## src/rtl/sensor_poll_ctrl_pkg.sv

```systemverilog
// Shared types and the reading classifier for the sensor poll controller.
// Purely combinational helpers; no latency, no backpressure.
package sensor_pkg;

  typedef enum logic [1:0] {
    CLS_OK,
    CLS_FAULT,
    CLS_UNKNOWN
  } sensor_class_e;

  typedef enum logic [1:0] {
    ST_IDLE,
    ST_REQ,
    ST_EVAL
  } poll_state_e;

  // First matching pattern wins, so 3'b111 lands on OK rather than FAULT.
  function automatic sensor_class_e classify(input logic [2:0] data);
    sensor_class_e cls;
    casez (data)
      3'b1??:  cls = CLS_OK;
      3'b?11:  cls = CLS_FAULT;
      default: cls = CLS_UNKNOWN;
    endcase
    return cls;
  endfunction

endpackage

```

## src/rtl/sensor_poll_ctrl_if.sv

```systemverilog
// Shared sensor read port: controller drives sel/req, sensor mux returns ack/data.
// Handshake: data_i is valid in the cycle ack_i is high while req_o is high.
interface sensor_poll_ctrl_if #(
  parameter int NUM_SENSORS = 4
) ();
  localparam int SEL_W = $clog2(NUM_SENSORS);

  logic [SEL_W-1:0] sel_o;
  logic             req_o;
  logic             ack_i;
  logic [2:0]       data_i;

  modport master (output sel_o, output req_o, input ack_i, input data_i);
  modport slave  (input sel_o, input req_o, output ack_i, output data_i);
endinterface

```

## src/rtl/sensor_poll_ctrl_classifier.sv

```systemverilog
// Maps a captured reading (or a timed-out transaction) to OK/FAULT/UNKNOWN.
// Combinational, zero latency; a timeout always classifies as FAULT.
module sensor_classifier
  import sensor_pkg::*;
(
  input  logic [2:0]    data_i,
  input  logic          timeout_i,
  output sensor_class_e cls_o
);

  assign cls_o = timeout_i ? CLS_FAULT : classify(data_i);

endmodule

```

## src/rtl/sensor_poll_ctrl.sv

```systemverilog
// Round-robin poller for NUM_SENSORS sensors on one shared read port; debounces faults.
// Best case 2 cycles per sensor; a silent sensor is abandoned after TIMEOUT wait cycles.
module sensor_poll_ctrl
  import sensor_pkg::*;
#(
  parameter int NUM_SENSORS  = 4,
  parameter int FAULT_THRESH = 3,
  parameter int TIMEOUT      = 15
) (
  input  logic                   clk,
  input  logic                   rst_n,
  input  logic                   enable,
  sensor_poll_ctrl_if.master     bus,
  output logic [NUM_SENSORS-1:0] ok_o,
  output logic [NUM_SENSORS-1:0] fault_o,
  output logic                   scan_done_o,
  output logic                   timeout_o
);

  localparam int SEL_W  = $clog2(NUM_SENSORS);
  localparam int WAIT_W = $clog2(TIMEOUT + 1);
  localparam int CNT_W  = $clog2(FAULT_THRESH + 1);

  localparam logic [SEL_W-1:0]  LAST_SEL   = SEL_W'(NUM_SENSORS - 1);
  localparam logic [WAIT_W-1:0] WAIT_LIMIT = WAIT_W'(TIMEOUT - 1);
  localparam logic [CNT_W-1:0]  CNT_MAX    = CNT_W'(FAULT_THRESH);

  poll_state_e            state_q, state_d;
  logic [SEL_W-1:0]       sel_q, sel_d;
  logic [WAIT_W-1:0]      wait_q, wait_d;
  logic [2:0]             data_q, data_d;
  logic                   tmo_q, tmo_d;
  logic                   done_q, done_d;
  logic [NUM_SENSORS-1:0] ok_q, ok_d;
  logic [NUM_SENSORS-1:0] fault_q, fault_d;
  logic [CNT_W-1:0]       cnt_q [NUM_SENSORS];
  logic [CNT_W-1:0]       cnt_d [NUM_SENSORS];

  logic                   req;
  logic                   wait_expired;
  logic [CNT_W-1:0]       cnt_inc;
  sensor_class_e          cls;

  // tmo_q is high exactly during the EVAL cycle that follows a timeout.
  sensor_classifier u_classifier (
    .data_i    (data_q),
    .timeout_i (tmo_q),
    .cls_o     (cls)
  );

  assign wait_expired = (wait_q == WAIT_LIMIT);

  // State register
  always_ff @(posedge clk or negedge rst_n) begin
    if (!rst_n) begin
      state_q <= ST_IDLE;
    end else begin
      state_q <= state_d;
    end
  end

  // Next-state logic; an ack in the threshold cycle still counts as an ack.
  always_comb begin
    state_d = state_q;
    unique case (state_q)
      ST_IDLE: if (enable) state_d = ST_REQ;
      ST_REQ:  if (bus.ack_i || wait_expired) state_d = ST_EVAL;
      ST_EVAL: state_d = enable ? ST_REQ : ST_IDLE;
      default: state_d = ST_IDLE;
    endcase
  end

  // Output logic
  always_comb begin
    req = (state_q == ST_REQ);
  end

  assign bus.req_o   = req;
  assign bus.sel_o   = sel_q;
  assign ok_o        = ok_q;
  assign fault_o     = fault_q;
  assign scan_done_o = done_q;
  assign timeout_o   = tmo_q;

  always_comb begin
    sel_d   = sel_q;
    wait_d  = '0;
    data_d  = data_q;
    tmo_d   = 1'b0;
    done_d  = 1'b0;
    ok_d    = ok_q;
    fault_d = fault_q;
    cnt_d   = cnt_q;
    cnt_inc = (cnt_q[sel_q] == CNT_MAX) ? CNT_MAX : cnt_q[sel_q] + 1'b1;

    unique case (state_q)
      ST_REQ: begin
        if (bus.ack_i) begin
          data_d = bus.data_i;
        end else if (wait_expired) begin
          tmo_d = 1'b1;
        end else begin
          wait_d = wait_q + 1'b1;
        end
      end
      ST_EVAL: begin
        done_d = (sel_q == LAST_SEL);
        sel_d  = (enable && (sel_q != LAST_SEL)) ? sel_q + 1'b1 : '0;
        unique case (cls)
          CLS_OK: begin
            ok_d[sel_q]    = 1'b1;
            fault_d[sel_q] = 1'b0;
            cnt_d[sel_q]   = '0;
          end
          CLS_FAULT: begin
            ok_d[sel_q]  = 1'b0;
            cnt_d[sel_q] = cnt_inc;
            if (cnt_inc == CNT_MAX) fault_d[sel_q] = 1'b1;
          end
          default: ok_d[sel_q] = 1'b0;
        endcase
      end
      default: ;
    endcase
  end

  always_ff @(posedge clk or negedge rst_n) begin
    if (!rst_n) begin
      sel_q   <= '0;
      wait_q  <= '0;
      data_q  <= '0;
      tmo_q   <= 1'b0;
      done_q  <= 1'b0;
      ok_q    <= '0;
      fault_q <= '0;
      for (int i = 0; i < NUM_SENSORS; i++) cnt_q[i] <= '0;
    end else begin
      sel_q   <= sel_d;
      wait_q  <= wait_d;
      data_q  <= data_d;
      tmo_q   <= tmo_d;
      done_q  <= done_d;
      ok_q    <= ok_d;
      fault_q <= fault_d;
      cnt_q   <= cnt_d;
    end
  end

endmodule

```

## src/flat_wrapper.sv

```systemverilog
// flat-port wrapper written by rule: the top's interface ports become plain ports
module sensor_poll_ctrl_flat import sensor_pkg::*;
#(
  parameter int NUM_SENSORS  = 4,
  parameter int FAULT_THRESH = 3,
  parameter int TIMEOUT      = 15
)
  (clk, rst_n, enable, ok_o, fault_o, scan_done_o, timeout_o, bus_sel_o, bus_req_o, bus_ack_i, bus_data_i);
  sensor_poll_ctrl_if #(.NUM_SENSORS(NUM_SENSORS)) bus_i ();
  input  logic clk;
  input  logic rst_n;
  input  logic enable;
  output logic [NUM_SENSORS-1:0] ok_o;
  output logic [NUM_SENSORS-1:0] fault_o;
  output logic scan_done_o;
  output logic timeout_o;
  output wire logic [$bits(bus_i.sel_o)-1:0] bus_sel_o;
  output wire logic [$bits(bus_i.req_o)-1:0] bus_req_o;
  input wire logic [$bits(bus_i.ack_i)-1:0] bus_ack_i;
  input wire logic [$bits(bus_i.data_i)-1:0] bus_data_i;
  assign bus_sel_o = bus_i.sel_o;
  assign bus_req_o = bus_i.req_o;
  assign bus_i.ack_i = bus_ack_i;
  assign bus_i.data_i = bus_data_i;
  sensor_poll_ctrl #(.NUM_SENSORS(NUM_SENSORS), .FAULT_THRESH(FAULT_THRESH), .TIMEOUT(TIMEOUT)) u_core (.clk(clk), .rst_n(rst_n), .enable(enable), .bus(bus_i), .ok_o(ok_o), .fault_o(fault_o), .scan_done_o(scan_done_o), .timeout_o(timeout_o));
endmodule
```

## config.mk

```make
export PLATFORM = sky130hd
export DESIGN_NAME = sensor_poll_ctrl_flat
export DESIGN_NICKNAME = d
export VERILOG_FILES = /design/src/rtl/sensor_poll_ctrl_pkg.sv /design/src/rtl/sensor_poll_ctrl_if.sv /design/src/rtl/sensor_poll_ctrl_classifier.sv /design/src/rtl/sensor_poll_ctrl.sv /design/src/flat_wrapper.sv
export SDC_FILE = /design/constraint.sdc
export NUM_CORES = 1
export LEC_CHECK = 0
export BUFFER_PORTS_ARGS = -buffer_cell sky130_fd_sc_hd__buf_2
export CAP_MARGIN = 0
export CORE_ASPECT_RATIO = 1.2
export CORE_MARGIN = 4
export CORE_UTILIZATION = 30
export CTS_CLUSTER_DIAMETER = 40
export CTS_CLUSTER_SIZE = 20
export DETAILED_ROUTE_END_ITERATION = 12
export GPL_TIMING_DRIVEN = 0
export SLEW_MARGIN = 20
export SYNTH_ARGS = -nofsm -noshare
export SYNTH_HDL_FRONTEND = slang
export SYNTH_SLANG_ARGS = --single-unit
export TNS_END_PERCENT = 100
```

## constraint.sdc

```tcl
create_clock -name clk -period 2.7 [get_ports clk]
set_input_delay 0.405 -clock clk [delete_from_list [all_inputs] [get_ports clk]]
set_output_delay 0.405 -clock clk [all_outputs]
set_load 0.02 [all_outputs]
```

==> Word level (Yosys, flattened, before mapping) <==
Index checks and enable logic that the tools add are counted.
{ "totals": {"out_inout_bits": 13, "reg_bits": 29} }
{ "classes": {"n_eq_ne": 12, "bitwise": 8, "order_cmp": 4, "reduce_logical": 11, "n_addsub": 3, "mux": 28} }
{ "ops": {"columns": ["op", "n"], "rows": [
  ["$mux 2", 10],
  ["$mux 4", 5],
  ["$pmux 8 s2", 1],
  ["$eq 2x2->1 const B", 5],
  ["$and 4x4->4", 2],
  ["$and 8x8->8", 1],
  ["$bwmux 8", 1],
  ["$not 8->8", 1],
  ["$or 4x4->4", 2],
  ["$pmux 4 s2", 1],
  ["$mux 1", 6],
  ["$pmux 2 s3", 1],
  ["$reduce_and 2->1", 3],
  ["$add 2x1->2 const B", 2],
  ["$add 4x1->4 const B", 1],
  ["$bmux 2 s2", 1],
  ["$demux 2 s2", 1],
  ["$eq 2x1->1 const B", 2],
  ["$eq 4x4->1 const B", 1],
  ["$logic_not 2->1", 2],
  ["$ne 2x1->1 const B", 2],
  ["$ne 2x2->1 const B", 2],
  ["$not 4->4", 1],
  ["$ge 3x3->1 const B", 1],
  ["other kinds (9)", 11]
]} }

==> Longest topological paths before layout <==
{ "depth": {"depth_word": 9, "mapped_depth": 5} }

==> By module <==
From an unflattened synthesis, not the netlist that was laid out.
{ "unflattened": {"hier_cells": 120, "area_unflattened_um2": 1336.3} }
{ "by_module_without_submodules": {"columns": ["module", "n_inst", "cells_each", "area_each_um2"], "rows": [
  ["sensor_poll_ctrl", 1, 117, 1312.5],
  ["sensor_classifier", 1, 3, 23.8]
]} }

==> Least setup slack after synthesis <==
Ideal clock, no wire load.
{ "synth_timing": {"kind": "reg2reg", "startpoint": "register u_core.sel_q[0] (netlist: u_core.bus.sel_o[0])", "endpoint": "register u_core.cnt_q[1] in the netlist's numbering", "period_less_slack_ps": 1795, "n_path_buf": 0, "path_stages_with_launch": 4, "required_ps": 2575, "t_arrival_ps": 1670, "setup_time_ps": 125, "slack_ps": 905, "cell_sequence": "dfrtp_1 mux4_2 o22a_2 mux2_2"} }
{ "synth_via": {"elab_chain_cells": 8, "elab_cells_between_ends": 16, "cone_classes": "1 x add/sub; 2 x order compare; 1 x eq/ne; 8 x mux; 3 x bitwise; 1 x reduce/logical"} }
{ "synth_rtl": {"columns": ["item", "line_no", "rtl"], "rows": [
  ["from (decl)", "sensor_poll_ctrl.sv:29", "logic [SEL_W-1:0] sel_q, sel_d;"],
  ["from (signal assigned)", "sensor_poll_ctrl.sv:138", "sel_q <= sel_d;"],
  ["$not 2->3 (implied by the code) *", "sensor_poll_ctrl.sv:94, sensor_poll_ctrl.sv:113, sensor_poll_ctrl.sv:117", null],
  ["$bmux 2 s2 (tied with other cells)", "sensor_poll_ctrl.sv:94", "cnt_inc = (cnt_q[sel_q] == CNT_MAX) ? CNT_MAX : cnt_q[sel_q] + 1'b1;"],
  ["$mux 2 (implied by the code) or $logic_and 1x1->1 (tied branches)", "sensor_poll_ctrl.sv:94, sensor_poll_ctrl.sv:113, sensor_poll_ctrl.sv:117", null],
  ["$mux 2, on equally long branches", "sensor_poll_ctrl.sv:94, sensor_poll_ctrl.sv:113, sensor_poll_ctrl.sv:117", null],
  ["$add 2x1->2 (tied with other cells)", "sensor_poll_ctrl.sv:94", null],
  ["$mux 2 or $not 8->8 (tied branches)", null, null],
  ["$bwmux 8 or $and 8x8->8 (tied branches)", null, null],
  ["$pmux 8 s2 *", "sensor_poll_ctrl.sv:109", "unique case (cls)"],
  ["to (signal assigned)", "sensor_poll_ctrl.sv:145", "cnt_q <= cnt_d;"],
  ["to (decl)", "sensor_poll_ctrl.sv:36", "logic [CNT_W-1:0] cnt_q [NUM_SENSORS];"]
]} }
Every way passes the cells marked *; elsewhere a longest branch is shown, timed or not. The select of a mux whose other input is x is not followed.
A chain may end at the register's enable or synchronous reset.

==> Worst setup path after layout <==
{ "layout_timing": {"startpoint": "register u_core.sel_q[0] (netlist: u_core.bus.sel_o[0])", "endpoint": "register u_core.cnt_q[3] in the netlist's numbering"} }
Same word-level chain as after synthesis.

==> results.tsv <==
metric	value	unit
Worst Path Required	2.86	ns
Ant. Diodes	0	
clock group share of total power	0.240	
Top Family by Delay on Critical Path	multiplexers	
Seq cells post-synth	29	
post-route ant nets	0	
Sink Count	29	
Post-Syn Nets	123	
post-route clock skew	0.00664	ns
min-delay worst type	primary input to async pin	
MaxCap Viol Count	0	
hold buffer count at CTS	0	
initial core utilization	0.311	
via count	939	
TNS Setup	0	ns
Placer Congestion	0.750	
Buf/Inv on CP	0	
Synth Flop Type	dfrtp_1	
status	finished, final reports clean	
first-pass GRT wire length	4390	um
switching power share of the total	0.357	
Routed WL	2540	um
Max Slew Vio Count	0	
final core utilization	0.369	
Final Hold Vio Count	0	
Port Buffers	19	
Seq pwr share	0.447	
Post-synth EDFFs	0	
crit-path max FO	6	
Least-Margin Pin Slew	0.622	ns
Leakage Power	0.000793	uW
FP Rows	26	
Post-Syn Area per Cell	12.1	sq um
crit-path cells	mux4_2 > o22a_2 > mux2_2	
Root Driver	clkbuf_8	
Slew HR	0.585	
fraction of the yosys area taken by sequential cells	0.547	
Final Cycle Share	0.673	
most frequent cell after synthesis	dfrtp_1	
critical path class	register to register	
Clock Path Buffers	2	
CTS Buf Count	5	
vias in the first global route	957	
htree depth	2	
Synth area leaders	dfrtp_1 55%, mux2_2 6.8%, ha_1 5.7%, nor2_1 4.0%, a21o_1 2.8%	
Final Setup Violations	0	
GRT Util Overall	0.107	
post-DR wirelength/cell	13.1	um
core area	4260	sq um
Layout area overhead	18.7	%
post-CTS setup buffers	0	
clk_lat worst skew	0.28	ns
initial antenna violation count	0	
Yosys Warn Count	0	
Pre-Repair DR Iteration Count	4	
Synth cell types	29	
die area	5550	sq um
NetSw	499	uW
Final WS setup	0.883	ns
Ports	20	
crit path max-delay cell type	mux4_2	
Final #Nets	149	
Synth top cells by count	29 x dfrtp_1, 14 x nor2_1, 8 x inv_1, 8 x mux2_2, 6 x ha_1	
Setup WS pre-CTS	0.893	ns
chip width	68.7	um
fin crit period	1.82	ns
top cell type by total area after synthesis	dfrtp_1	
routed vias/inst	4.87	
drc violations	0	
Mapped Area	1330	sq um
achievable clock frequency	0.550	GHz
critical path data arrival time	1.98	ns
clk slew on worst S/H paths	0.06	ns
synthesized instance count	110	
worst vdd ir	0.307	mV
area share of the largest cell type after synthesis	0.547	
total power	1400	uW
critical path endpoint category	register	
gr ovfl total	0	
# fillers	433	
die height	80.8	um
Detailed Place HPWL	1930	um
PostCTS Resize Cnt	0	
DRT iter0 DRCs	59	
P per Cell Area	888	nW/um^2
largest net degree at the start of global routing	30	
Async SR Flop Fraction	1.00	
share of total power in combinational logic	0.313	
RSZ-0062 raised after global routing	false	
Internal	898	uW
crit-path max cell delay	0.64	ns
R2R Setup Slk	0.88	ns
startpoint types	register	
fraction of layout cells with a size suffix above 1	0.270	
CTS tree	done	
layout by cell type, fill, tap and decap left out:
cell,synthesis,routed
a211oi_1,1,1
a21o_1,5,5
a21oi_1,3,3
a22o_1,1,1
a31oi_1,1,1
and2_1,1,1
and3b_1,1,1
buf_2,0,19
clkbuf_1,1,2
clkbuf_8,0,5
clkinv_2,0,2
dfrtp_1,29,29
ha_1,6,6
inv_1,8,8
mux2_2,8,8
mux4_1,1,1
mux4_2,1,1
nand2_1,1,1
nand2b_1,2,2
nand3_1,2,2
nand3b_1,5,5
nand4b_1,3,3
nor2_1,14,14
nor2b_1,1,1
nor2b_4,1,1
nor3_1,1,1
nor3b_1,1,1
o21ai_0,5,5
o22a_2,1,1
o41ai_1,4,4
xnor2_1,1,1
xor2_1,1,1
area by class of cell:
cell class              instances  area (sq um)  share of cell area
inverters                       8          30.0              0.0191
plain buffers                   1          3.75             0.00238
repair buffers                 19          95.1              0.0604
multi-input cells              72           567               0.360
clock inverters                 2          10.0             0.00636
clock buffers                   6          72.6              0.0461
flip-flops and latches         29           726               0.461
well taps                      56          70.1              0.0445
power by group through the flow:
| stage | Clock [uW] | Sequential [uW] | Combinational (uW) |
|---|---|---|---|
| 2_1_floorplan | 0 | 657 | 271 |
| 3_3_place_gp | 0 | 625 | 425 |
| 3_5_place_dp | 0 | 631 | 440 |
| 4_1_cts | 347 | 624 | 441 |
| 5_1_grt | 367 | 639 | 486 |
| 6_report | 335 | 625 | 437 |
cells by family after synthesis:
family / count (synthesis) / share of synthesized area
compound gates: 21 / 0.109
flops: 29 / 0.547
simple gates: 33 / 0.143
mux: 10 / 0.105
xor+xnor: 2 / 0.0132
fa+ha+maj: 6 / 0.0566
buf+inv: 9 / 0.0255
metal layers:
layer,wire [um],GRT usage,up-vias
met3,171,0.0249,7
met1,1090,0.131,451
li1,-,-,445
met4,72,0.0702,0
met5,0,0,-
met2,1200,0.167,36
worst paths after layout:
check / cells past startpoint / from / endpoint
max reg2reg: 3 / u_core.bus.sel_o[0] / u_core.cnt_q[3]
max in group asynchronous: 1 / rst_n / u_core.data_q[0]
min reg2reg: 1 / register / register
min: 1 / rst_n / u_core.bus.sel_o[1]
max: 3 / u_core.bus.sel_o[0] / u_core.cnt_q[3]
min in group clk: 2 / bus_ack_i / u_core.timeout_o
metrics by stage:
stage,std cells,area (sq um),hold WS [ns]
after floorplan,110,1330,0.109
after global placement,185,1490,0.453
after detailed placement,185,1490,0.471
after CTS,193,1570,0.168
after global routing,193,1570,0.203
final,193,1570,0.137
(Power assumes the default switching activity.)
